**config.mk**
```make
export PLATFORM = sky130hd
export DESIGN_NAME = obi_xbar_nm
export DESIGN_NICKNAME = d
export VERILOG_FILES = /design/src/rtl/obi_xbar_nm_pkg.sv /design/src/rtl/obi_xbar_idx_fifo.sv /design/src/rtl/obi_xbar_nm.sv
export SDC_FILE = /design/constraint.sdc
export NUM_CORES = 2
export LEC_CHECK = 0
export ABC_AREA = 1
export CAP_MARGIN = 20
export CORE_AREA = 2 2 582 584
export CTS_BUF_LIST = sky130_fd_sc_hd__clkbuf_16
export CTS_CLUSTER_SIZE = 28
export DETAILED_ROUTE_END_ITERATION = 8
export DIE_AREA = 0 0 584 586
export HOLD_SLACK_MARGIN = 0.1
export PLACE_DENSITY = 0.34
export SLEW_MARGIN = 0
export SYNTH_ARGS = -nofsm -noshare
export SYNTH_HDL_FRONTEND = slang
export SYNTH_SLANG_ARGS = --single-unit
```
**constraint.sdc**
```tcl
create_clock -name clk_i -period 7.96 [get_ports clk_i]
set_input_delay 1.99 -clock clk_i [delete_from_list [all_inputs] [get_ports clk_i]]
set_output_delay 1.99 -clock clk_i [all_outputs]
set_load 0.05 [all_outputs]
```
**src/rtl/obi_xbar_nm_pkg.sv**
```systemverilog
// Shared types and helpers for the N-master / M-slave OBI crossbar.
package obi_xbar_nm_pkg;

  localparam int unsigned RULE_IDX_W  = 32;
  localparam int unsigned RULE_ADDR_W = 32;

  // One address rule: matches when start_addr <= addr < end_addr; idx names the slave port.
  typedef struct packed {
    logic [RULE_IDX_W-1:0]  idx;
    logic [RULE_ADDR_W-1:0] start_addr;
    logic [RULE_ADDR_W-1:0] end_addr;
  } addr_rule_t;

  function automatic int unsigned idx_width(input int unsigned n);
    return (n <= 1) ? 1 : $clog2(n);
  endfunction

  // The error responder sits one past the last real slave.
  function automatic int unsigned err_idx(input int unsigned nslave);
    return nslave;
  endfunction

endpackage

```
**src/rtl/obi_xbar_idx_fifo.sv**
```systemverilog
// Index FIFO remembering which master owns each outstanding slave transaction.
module obi_xbar_idx_fifo
  import obi_xbar_nm_pkg::*;
#(
  parameter int unsigned DEPTH = 4,
  parameter int unsigned WIDTH = 2
) (
  input  logic             clk_i,
  input  logic             rst_i,
  input  logic             push_i,
  input  logic             pop_i,
  input  logic [WIDTH-1:0] data_i,
  output logic [WIDTH-1:0] head_o,
  output logic             full_o,
  output logic             empty_o
);

  localparam int unsigned PW = idx_width(DEPTH);
  localparam int unsigned CW = $clog2(DEPTH + 1);

  logic [WIDTH-1:0] mem_q [DEPTH];
  logic [WIDTH-1:0] mem_d [DEPTH];
  logic [PW-1:0]    wr_ptr_q, wr_ptr_d, rd_ptr_q, rd_ptr_d;
  logic [CW-1:0]    cnt_q, cnt_d;
  logic             do_push, do_pop;

  assign full_o  = (cnt_q == CW'(DEPTH));
  assign empty_o = (cnt_q == '0);
  assign head_o  = mem_q[rd_ptr_q];

  // A full FIFO still takes a push when the head leaves in the same cycle.
  always_comb begin
    do_pop   = pop_i && !empty_o;
    do_push  = push_i && (!full_o || do_pop);
    mem_d    = mem_q;
    wr_ptr_d = wr_ptr_q;
    rd_ptr_d = rd_ptr_q;
    if (do_push) begin
      mem_d[wr_ptr_q] = data_i;
      wr_ptr_d = (wr_ptr_q == PW'(DEPTH - 1)) ? '0 : wr_ptr_q + PW'(1);
    end
    if (do_pop) begin
      rd_ptr_d = (rd_ptr_q == PW'(DEPTH - 1)) ? '0 : rd_ptr_q + PW'(1);
    end
    cnt_d = cnt_q + CW'(do_push) - CW'(do_pop);
  end

  always_ff @(posedge clk_i) begin
    if (rst_i) begin
      for (int i = 0; i < int'(DEPTH); i++) mem_q[i] <= '0;
      wr_ptr_q <= '0;
      rd_ptr_q <= '0;
      cnt_q    <= '0;
    end else begin
      mem_q    <= mem_d;
      wr_ptr_q <= wr_ptr_d;
      rd_ptr_q <= rd_ptr_d;
      cnt_q    <= cnt_d;
    end
  end

endmodule

```
**src/rtl/obi_xbar_nm.sv**
```systemverilog
// N-master to M-slave OBI crossbar: per-slave round-robin arbiters, index FIFOs for
// response routing, and an internal error responder for unmapped addresses.
module obi_xbar_nm
  import obi_xbar_nm_pkg::*;
#(
  parameter int unsigned NMASTER    = 3,
  parameter int unsigned NSLAVE     = 6,
  parameter int unsigned ADDR_WIDTH = 32,
  parameter int unsigned DATA_WIDTH = 32,
  parameter int unsigned MAX_OUTST  = 4
) (
  input  logic                                             clk_i,
  input  logic                                             rst_i,
  input  logic [NSLAVE*(RULE_IDX_W+2*ADDR_WIDTH)-1:0]      addr_map_i,
  input  logic [NMASTER-1:0]                               m_req_i,
  input  logic [NMASTER-1:0]                               m_we_i,
  input  logic [NMASTER*(DATA_WIDTH/8)-1:0]                m_be_i,
  input  logic [NMASTER*ADDR_WIDTH-1:0]                    m_addr_i,
  input  logic [NMASTER*DATA_WIDTH-1:0]                    m_wdata_i,
  output logic [NMASTER-1:0]                               m_gnt_o,
  output logic [NMASTER-1:0]                               m_rvalid_o,
  output logic [NMASTER*DATA_WIDTH-1:0]                    m_rdata_o,
  output logic [NMASTER-1:0]                               m_err_o,
  output logic [NSLAVE-1:0]                                s_req_o,
  output logic [NSLAVE-1:0]                                s_we_o,
  output logic [NSLAVE*(DATA_WIDTH/8)-1:0]                 s_be_o,
  output logic [NSLAVE*ADDR_WIDTH-1:0]                     s_addr_o,
  output logic [NSLAVE*DATA_WIDTH-1:0]                     s_wdata_o,
  input  logic [NSLAVE-1:0]                                s_gnt_i,
  input  logic [NSLAVE-1:0]                                s_rvalid_i,
  input  logic [NSLAVE*DATA_WIDTH-1:0]                     s_rdata_i
);

  localparam int unsigned BE_W    = DATA_WIDTH / 8;
  localparam int unsigned RULE_W  = RULE_IDX_W + 2 * ADDR_WIDTH;
  localparam int unsigned MW      = idx_width(NMASTER);
  localparam int unsigned SW      = idx_width(NSLAVE + 1);
  localparam int unsigned CW      = $clog2(MAX_OUTST + 1);
  localparam int unsigned ERR_IDX = err_idx(NSLAVE);
  localparam int unsigned NT      = NSLAVE + 1;

  logic [SW-1:0]         tgt        [NMASTER];
  logic [NMASTER-1:0]    req_ok, gnt, rsp_vld, rsp_err;
  logic [DATA_WIDTH-1:0] rsp_data   [NMASTER];
  logic [CW-1:0]         cnt_q      [NMASTER];
  logic [CW-1:0]         cnt_d      [NMASTER];
  logic [SW-1:0]         last_tgt_q [NMASTER];
  logic [SW-1:0]         last_tgt_d [NMASTER];
  logic [MW-1:0]         rr_q       [NT];
  logic [MW-1:0]         rr_d       [NT];
  logic [MW-1:0]         arb_sel    [NT];
  logic [NT-1:0]         arb_vld, tgt_gnt;
  logic [NSLAVE-1:0]     fifo_full, fifo_empty, fifo_push, fifo_pop;
  logic [MW-1:0]         fifo_head  [NSLAVE];
  logic                  err_vld_q, err_vld_d;
  logic [MW-1:0]         err_mst_q, err_mst_d;

  // Address decode: lowest-numbered matching rule wins, otherwise the error responder.
  always_comb begin : decode
    logic [RULE_IDX_W-1:0] r_idx;
    logic [ADDR_WIDTH-1:0] r_start, r_end, addr;
    r_idx   = '0;
    r_start = '0;
    r_end   = '0;
    addr    = '0;
    for (int m = 0; m < int'(NMASTER); m++) begin
      tgt[m] = SW'(ERR_IDX);
      addr   = m_addr_i[m*ADDR_WIDTH +: ADDR_WIDTH];
      for (int r = int'(NSLAVE) - 1; r >= 0; r--) begin
        r_idx   = addr_map_i[r*RULE_W + 2*ADDR_WIDTH +: RULE_IDX_W];
        r_start = addr_map_i[r*RULE_W + ADDR_WIDTH +: ADDR_WIDTH];
        r_end   = addr_map_i[r*RULE_W +: ADDR_WIDTH];
        if (addr >= r_start && addr < r_end && r_idx < RULE_IDX_W'(NSLAVE)) begin
          tgt[m] = SW'(r_idx);
        end
      end
    end
  end

  // Response routing from FIFO heads and the error responder.
  always_comb begin : rsp_route
    rsp_vld = '0;
    rsp_err = '0;
    for (int m = 0; m < int'(NMASTER); m++) begin
      rsp_data[m] = '0;
      for (int s = 0; s < int'(NSLAVE); s++) begin
        if (s_rvalid_i[s] && !fifo_empty[s] && fifo_head[s] == MW'(m)) begin
          rsp_vld[m]  = 1'b1;
          rsp_data[m] = s_rdata_i[s*DATA_WIDTH +: DATA_WIDTH];
        end
      end
      if (err_vld_q && err_mst_q == MW'(m)) begin
        rsp_vld[m]  = 1'b1;
        rsp_err[m]  = 1'b1;
        rsp_data[m] = '0;
      end
    end
  end

  // Stall rule; a response in this cycle frees its slot for a same-cycle grant.
  always_comb begin : stall
    logic [CW-1:0] cnt_eff;
    cnt_eff = '0;
    req_ok  = '0;
    for (int m = 0; m < int'(NMASTER); m++) begin
      cnt_eff   = cnt_q[m] - CW'(rsp_vld[m]);
      req_ok[m] = m_req_i[m] && !rst_i && (cnt_eff != CW'(MAX_OUTST)) &&
                  !((cnt_eff != '0) && (tgt[m] != last_tgt_q[m]));
    end
  end

  // Round-robin pick per target, starting after the last granted master.
  always_comb begin : arbiter
    int mi;
    mi      = 0;
    arb_vld = '0;
    for (int t = 0; t < int'(NT); t++) begin
      arb_sel[t] = '0;
      for (int i = 0; i < int'(NMASTER); i++) begin
        mi = (int'(rr_q[t]) + i) % int'(NMASTER);
        if (!arb_vld[t] && req_ok[mi] && tgt[mi] == SW'(t)) begin
          arb_vld[t] = 1'b1;
          arb_sel[t] = MW'(mi);
        end
      end
    end
  end

  always_comb begin : slave_chan
    s_req_o   = '0;
    s_we_o    = '0;
    s_be_o    = '0;
    s_addr_o  = '0;
    s_wdata_o = '0;
    fifo_pop  = '0;
    fifo_push = '0;
    for (int s = 0; s < int'(NSLAVE); s++) begin
      fifo_pop[s]  = s_rvalid_i[s] && !fifo_empty[s] && !rst_i;
      s_req_o[s]   = arb_vld[s] && (!fifo_full[s] || fifo_pop[s]);
      fifo_push[s] = s_req_o[s] && s_gnt_i[s];
      s_we_o[s]    = m_we_i[arb_sel[s]];
      s_be_o[s*BE_W +: BE_W]                   = m_be_i[int'(arb_sel[s])*BE_W +: BE_W];
      s_addr_o[s*ADDR_WIDTH +: ADDR_WIDTH]     = m_addr_i[int'(arb_sel[s])*ADDR_WIDTH +: ADDR_WIDTH];
      s_wdata_o[s*DATA_WIDTH +: DATA_WIDTH]    = m_wdata_i[int'(arb_sel[s])*DATA_WIDTH +: DATA_WIDTH];
    end
  end

  always_comb begin : grant
    tgt_gnt = {arb_vld[ERR_IDX], fifo_push};
    gnt     = '0;
    for (int m = 0; m < int'(NMASTER); m++) begin
      for (int t = 0; t < int'(NT); t++) begin
        if (tgt_gnt[t] && arb_sel[t] == MW'(m)) gnt[m] = 1'b1;
      end
    end
    m_gnt_o = gnt;
  end

  always_comb begin : mst_out
    m_rvalid_o = rst_i ? '0 : rsp_vld;
    m_err_o    = rst_i ? '0 : rsp_err;
    m_rdata_o  = '0;
    if (!rst_i) begin
      for (int m = 0; m < int'(NMASTER); m++) m_rdata_o[m*DATA_WIDTH +: DATA_WIDTH] = rsp_data[m];
    end
  end

  always_comb begin : next_state
    for (int m = 0; m < int'(NMASTER); m++) begin
      cnt_d[m]      = cnt_q[m] + CW'(gnt[m]) - CW'(rsp_vld[m]);
      last_tgt_d[m] = gnt[m] ? tgt[m] : last_tgt_q[m];
    end
    for (int t = 0; t < int'(NT); t++) begin
      rr_d[t] = tgt_gnt[t] ? MW'((int'(arb_sel[t]) + 1) % int'(NMASTER)) : rr_q[t];
    end
    err_vld_d = arb_vld[ERR_IDX];
    err_mst_d = arb_sel[ERR_IDX];
  end

  always_ff @(posedge clk_i) begin
    if (rst_i) begin
      for (int m = 0; m < int'(NMASTER); m++) begin
        cnt_q[m]      <= '0;
        last_tgt_q[m] <= '0;
      end
      for (int t = 0; t < int'(NT); t++) rr_q[t] <= '0;
      err_vld_q <= 1'b0;
      err_mst_q <= '0;
    end else begin
      cnt_q      <= cnt_d;
      last_tgt_q <= last_tgt_d;
      rr_q       <= rr_d;
      err_vld_q  <= err_vld_d;
      err_mst_q  <= err_mst_d;
    end
  end

  for (genvar s = 0; s < int'(NSLAVE); s++) begin : g_slave
    obi_xbar_idx_fifo #(
      .DEPTH (MAX_OUTST),
      .WIDTH (MW)
    ) u_idx_fifo (
      .clk_i   (clk_i),
      .rst_i   (rst_i),
      .push_i  (fifo_push[s]),
      .pop_i   (fifo_pop[s]),
      .data_i  (arb_sel[s]),
      .head_o  (fifo_head[s]),
      .full_o  (fifo_full[s]),
      .empty_o (fifo_empty[s])
    );

    // A response with nothing outstanding is a slave protocol violation; it is dropped.
    always_ff @(posedge clk_i) begin
      if (!rst_i) begin
        assert (!(s_rvalid_i[s] && fifo_empty[s]))
          else $warning("obi_xbar_nm: slave %0d rvalid with no outstanding transaction, ignored", s);
      end
    end
  end

endmodule

```
==> flow_summary.ini <==
[worst_setup_path]
max_stage_delay_ps = 280
critPathMaxFanout = 7
r2r_slack_ps = 1640
cp-start-kind = input pin
reg2reg_depth = 39
crit_path_start = m_addr_i[88]
path_class = input pin to primary output
cpMostUsedCell = nand2_2
worstPathArrival_ps = 7060
cp.required_ps = 5970
crit_path_end = s_addr_o[66]
cpLargestDelayFamily = simple AND/OR/NAND/NOR gates
crit_cells = 37
worst-path-buf-inv = 13
worstReg2RegEnd = cnt_q[5]
timing.rr.start = g_slave[1].u_idx_fifo.rd_ptr_q[0]
critPathCaptureType = primary output
crit_slowest_cell = ha_1

[layout]
post-route-util_pct = 32.64
fill_cells = 35670
seqCellArea_um2 = 2502
final_layout_size_suffix_gt1_share_pct = 38.97
instances_no_fill = 16440
finalInstanceArea_um2 = 109600
layout_commonest_cell = nand2_1
syn_to_final_growth_pct = 110.0
final_cell_mix = nand2_1, buf_4, ha_1
multiInputGateArea_um2 = 54500
layout.nets = 14190

[sta]
whs_ps = 449.9
fmax_ghz = 0.1105
tns_ps = -398960
skew_ps = 13.03
layout_setup_ws_ps = -1089
drv_slew = 0
fin_crit_sh_pct = 113.7
rsz0062_at_grt = true
hold_viol_final = 0
worst-slew-pin-transition_ps = 899.3
finalSetupViolCount = 423
fin_crit_ps = 9049
relSlewSlack_pct = 39.86

[logic_synthesis]
yosys.area_share.adder_pct = 29.76
synth-xor-area-share_pct = 0.1846
synth_seq_cells = 125
syn_inst = 8745
yosysSeqAreaShare_pct = 4.795
yosys_warnings = 0
synthSimpleGateAreaFrac_pct = 30.25
synth_area_um2 = 52190
avgSynthCellArea_um2 = 5.968
synth_compound_area_share_pct = 23.13
synthesis.nets = 10970
synth.distinct_cells = 75
synthArstFlopShare_pct = 0
muxShareOfSynthArea_pct = 0
synthFlopType = dfxtp_1
synth_top_family_by_area = simple AND/OR/NAND/NOR gates
synth_edf_count = 0

[global_routing]
grt.total_usage_pct = 26.72
antenna_found_initial = 108
grt_first_pass_wirelength_mm = 639.2
grt_pass1_vias = 76870
grt_max_degree = 66
gr-total-overflow = 0

[clock_tree]
postCtsHoldBufs = 0
clock_latency_ps = 450
cts_buffers = 17
cts_tree = yes
clock_path_buffers = 2
h-tree-depth = 4
root_buffer = clkbuf_16
clock-sinks = 125
clk_pin_slew_ps = 60

[job]
maxCapViolations = 0

[floorplan]
fp.dieW_um = 584
core-area_um2 = 335800
die_area_um2 = 342200
die_h_um = 586
rows = 213
io-pin-count = 1517
start_util_pct = 15.54

[detailed_routing]
detail-route-antenna-nets = 0
dr.pass1.iters = 8
totalWireLength_mm = 491.1
viasPerCell = 4.757
num_vias = 78210
drt-wirelength-per-cell_um = 29.87
drt-initial-drc-count = 5402
drc = 0

[placement]
placed_area_um2 = 89850
numPortBuffers = 1516
place_inst = 15860
place_ws_ps = -2559
gp_congestion = 0.9295
place.detailed.hpwl_mm = 390.1

[power]
p_total_mw = 10.40
p_leak_nw = 51.85
irDropWorstVdd_mv = 0.1282
p_per_area_nw_per_um2 = 94.87

[run_status]
status = complete, but fails checks
violations = negative setup slack

[worst_hold_path]
hp-class = flop to flop
-- worst min-delay path, cell delays in order (launching register included) --
cell     delay [ps]
dfxtp_1         310
inv_1            50
a21oi_1          50
-- synth_stat cells, drive strengths merged (3+ instances only) --
cell type / number / share of area (%)
a211oi: 41 / 0.59
a21boi: 5 / 0.072
a21o: 12 / 0.17
a21oi: 912 / 8.8
a221oi: 3 / 0.050
a22oi: 97 / 1.4
a31oi: 7 / 0.084
a32oi: 8 / 0.13
and2: 7 / 0.084
and3: 8 / 0.096
buf: 172 / 1.9
clkbuf: 169 / 1.2
clkinv: 6 / 0.043
dfxtp: 125 / 4.8
fa: 9 / 0.35
ha: 1227 / 29
inv: 1214 / 8.7
nand2: 1927 / 14
nand3: 597 / 5.8
nand3b: 14 / 0.23
nand4: 144 / 1.8
nor2: 750 / 5.5
nor3: 201 / 2.0
nor4: 32 / 0.43
o2111ai: 3 / 0.050
o211a: 5 / 0.096
o211ai: 215 / 3.1
o21a: 44 / 0.63
o21ai: 618 / 5.9
o21bai: 8 / 0.14
o221ai: 11 / 0.20
o22ai: 104 / 1.4
o31ai: 7 / 0.10
or2: 15 / 0.18
xnor2: 3 / 0.050
xor2: 8 / 0.13
-- cells by family after synthesis --
logic type	after synthesis
buf+inv	1561
compound gates	2109
fa+ha+maj	1236
flops	125
xor+xnor	11
simple gates	3703
-- flip-flops by register name, indices dropped and copies added, names as in the netlist --
signal	count
err_mst_q	2
rr_q	14
g_slave.u_idx_fifo.wr_ptr_q	12
err_vld_q	1
g_slave.u_idx_fifo.cnt_q	18
cnt_q	9
g_slave.u_idx_fifo.mem_q	48
last_tgt_q	9
g_slave.u_idx_fifo.rd_ptr_q	12
-- routing by layer --
layer | vias up | track usage (%) | share of wire [%]
met5 | - | 0 | 0.069
met4 | 58 | 11.61 | 5.6
met3 | 779 | 3.894 | 6.1
met2 | 3101 | 45.95 | 47
met1 | 37730 | 32.94 | 41
li1 | 36540 | - | -
-- report_power, final --
part | switching (mW) | leakage (nW) | internal, mW | total [mW]
sequential | 0.0892 | 1.01 | 0.727 | 0.817
combinational | 5.16 | 50.6 | 3.68 | 8.84
clock | 0.340 | 0.256 | 0.401 | 0.741
-- worst min-delay path by stage --
stage                                              start                             end  depth (start not counted)
final                     g_slave[4].u_idx_fifo.mem_q[4]  g_slave[4].u_idx_fifo.mem_q[4]                          2
after global routing      g_slave[3].u_idx_fifo.mem_q[0]  g_slave[3].u_idx_fifo.mem_q[0]                          2
after CTS                 g_slave[4].u_idx_fifo.mem_q[4]  g_slave[4].u_idx_fifo.mem_q[4]                          2
after detailed placement  g_slave[4].u_idx_fifo.mem_q[4]  g_slave[4].u_idx_fifo.mem_q[4]                          2
after global placement    g_slave[4].u_idx_fifo.mem_q[4]  g_slave[4].u_idx_fifo.mem_q[4]                          2
after floorplan           g_slave[3].u_idx_fifo.mem_q[2]  g_slave[3].u_idx_fifo.mem_q[2]                          2
-- area by class of cell --
class	instances	share of cell area (%)
diodes	64	0.1461
clock buffers	17	0.3882
clock inverters	15	0.1062
inverters	1220	4.395
multi-input cells	7062	49.74
flip-flops and latches	125	2.283
well taps	4407	5.032
repair buffers	3531	37.90
repair inverters	1	0.01827
-- what timing repair did --
item / CTS / global route
pin swaps: 522 / 454
setup endpoints to repair: 440 / 428
gates resized for setup: 2179 / 1586
buffers inserted: 326 / 182
gates cloned: 53 / 38
No activity file was read; power rests on OpenSTA's default activity.
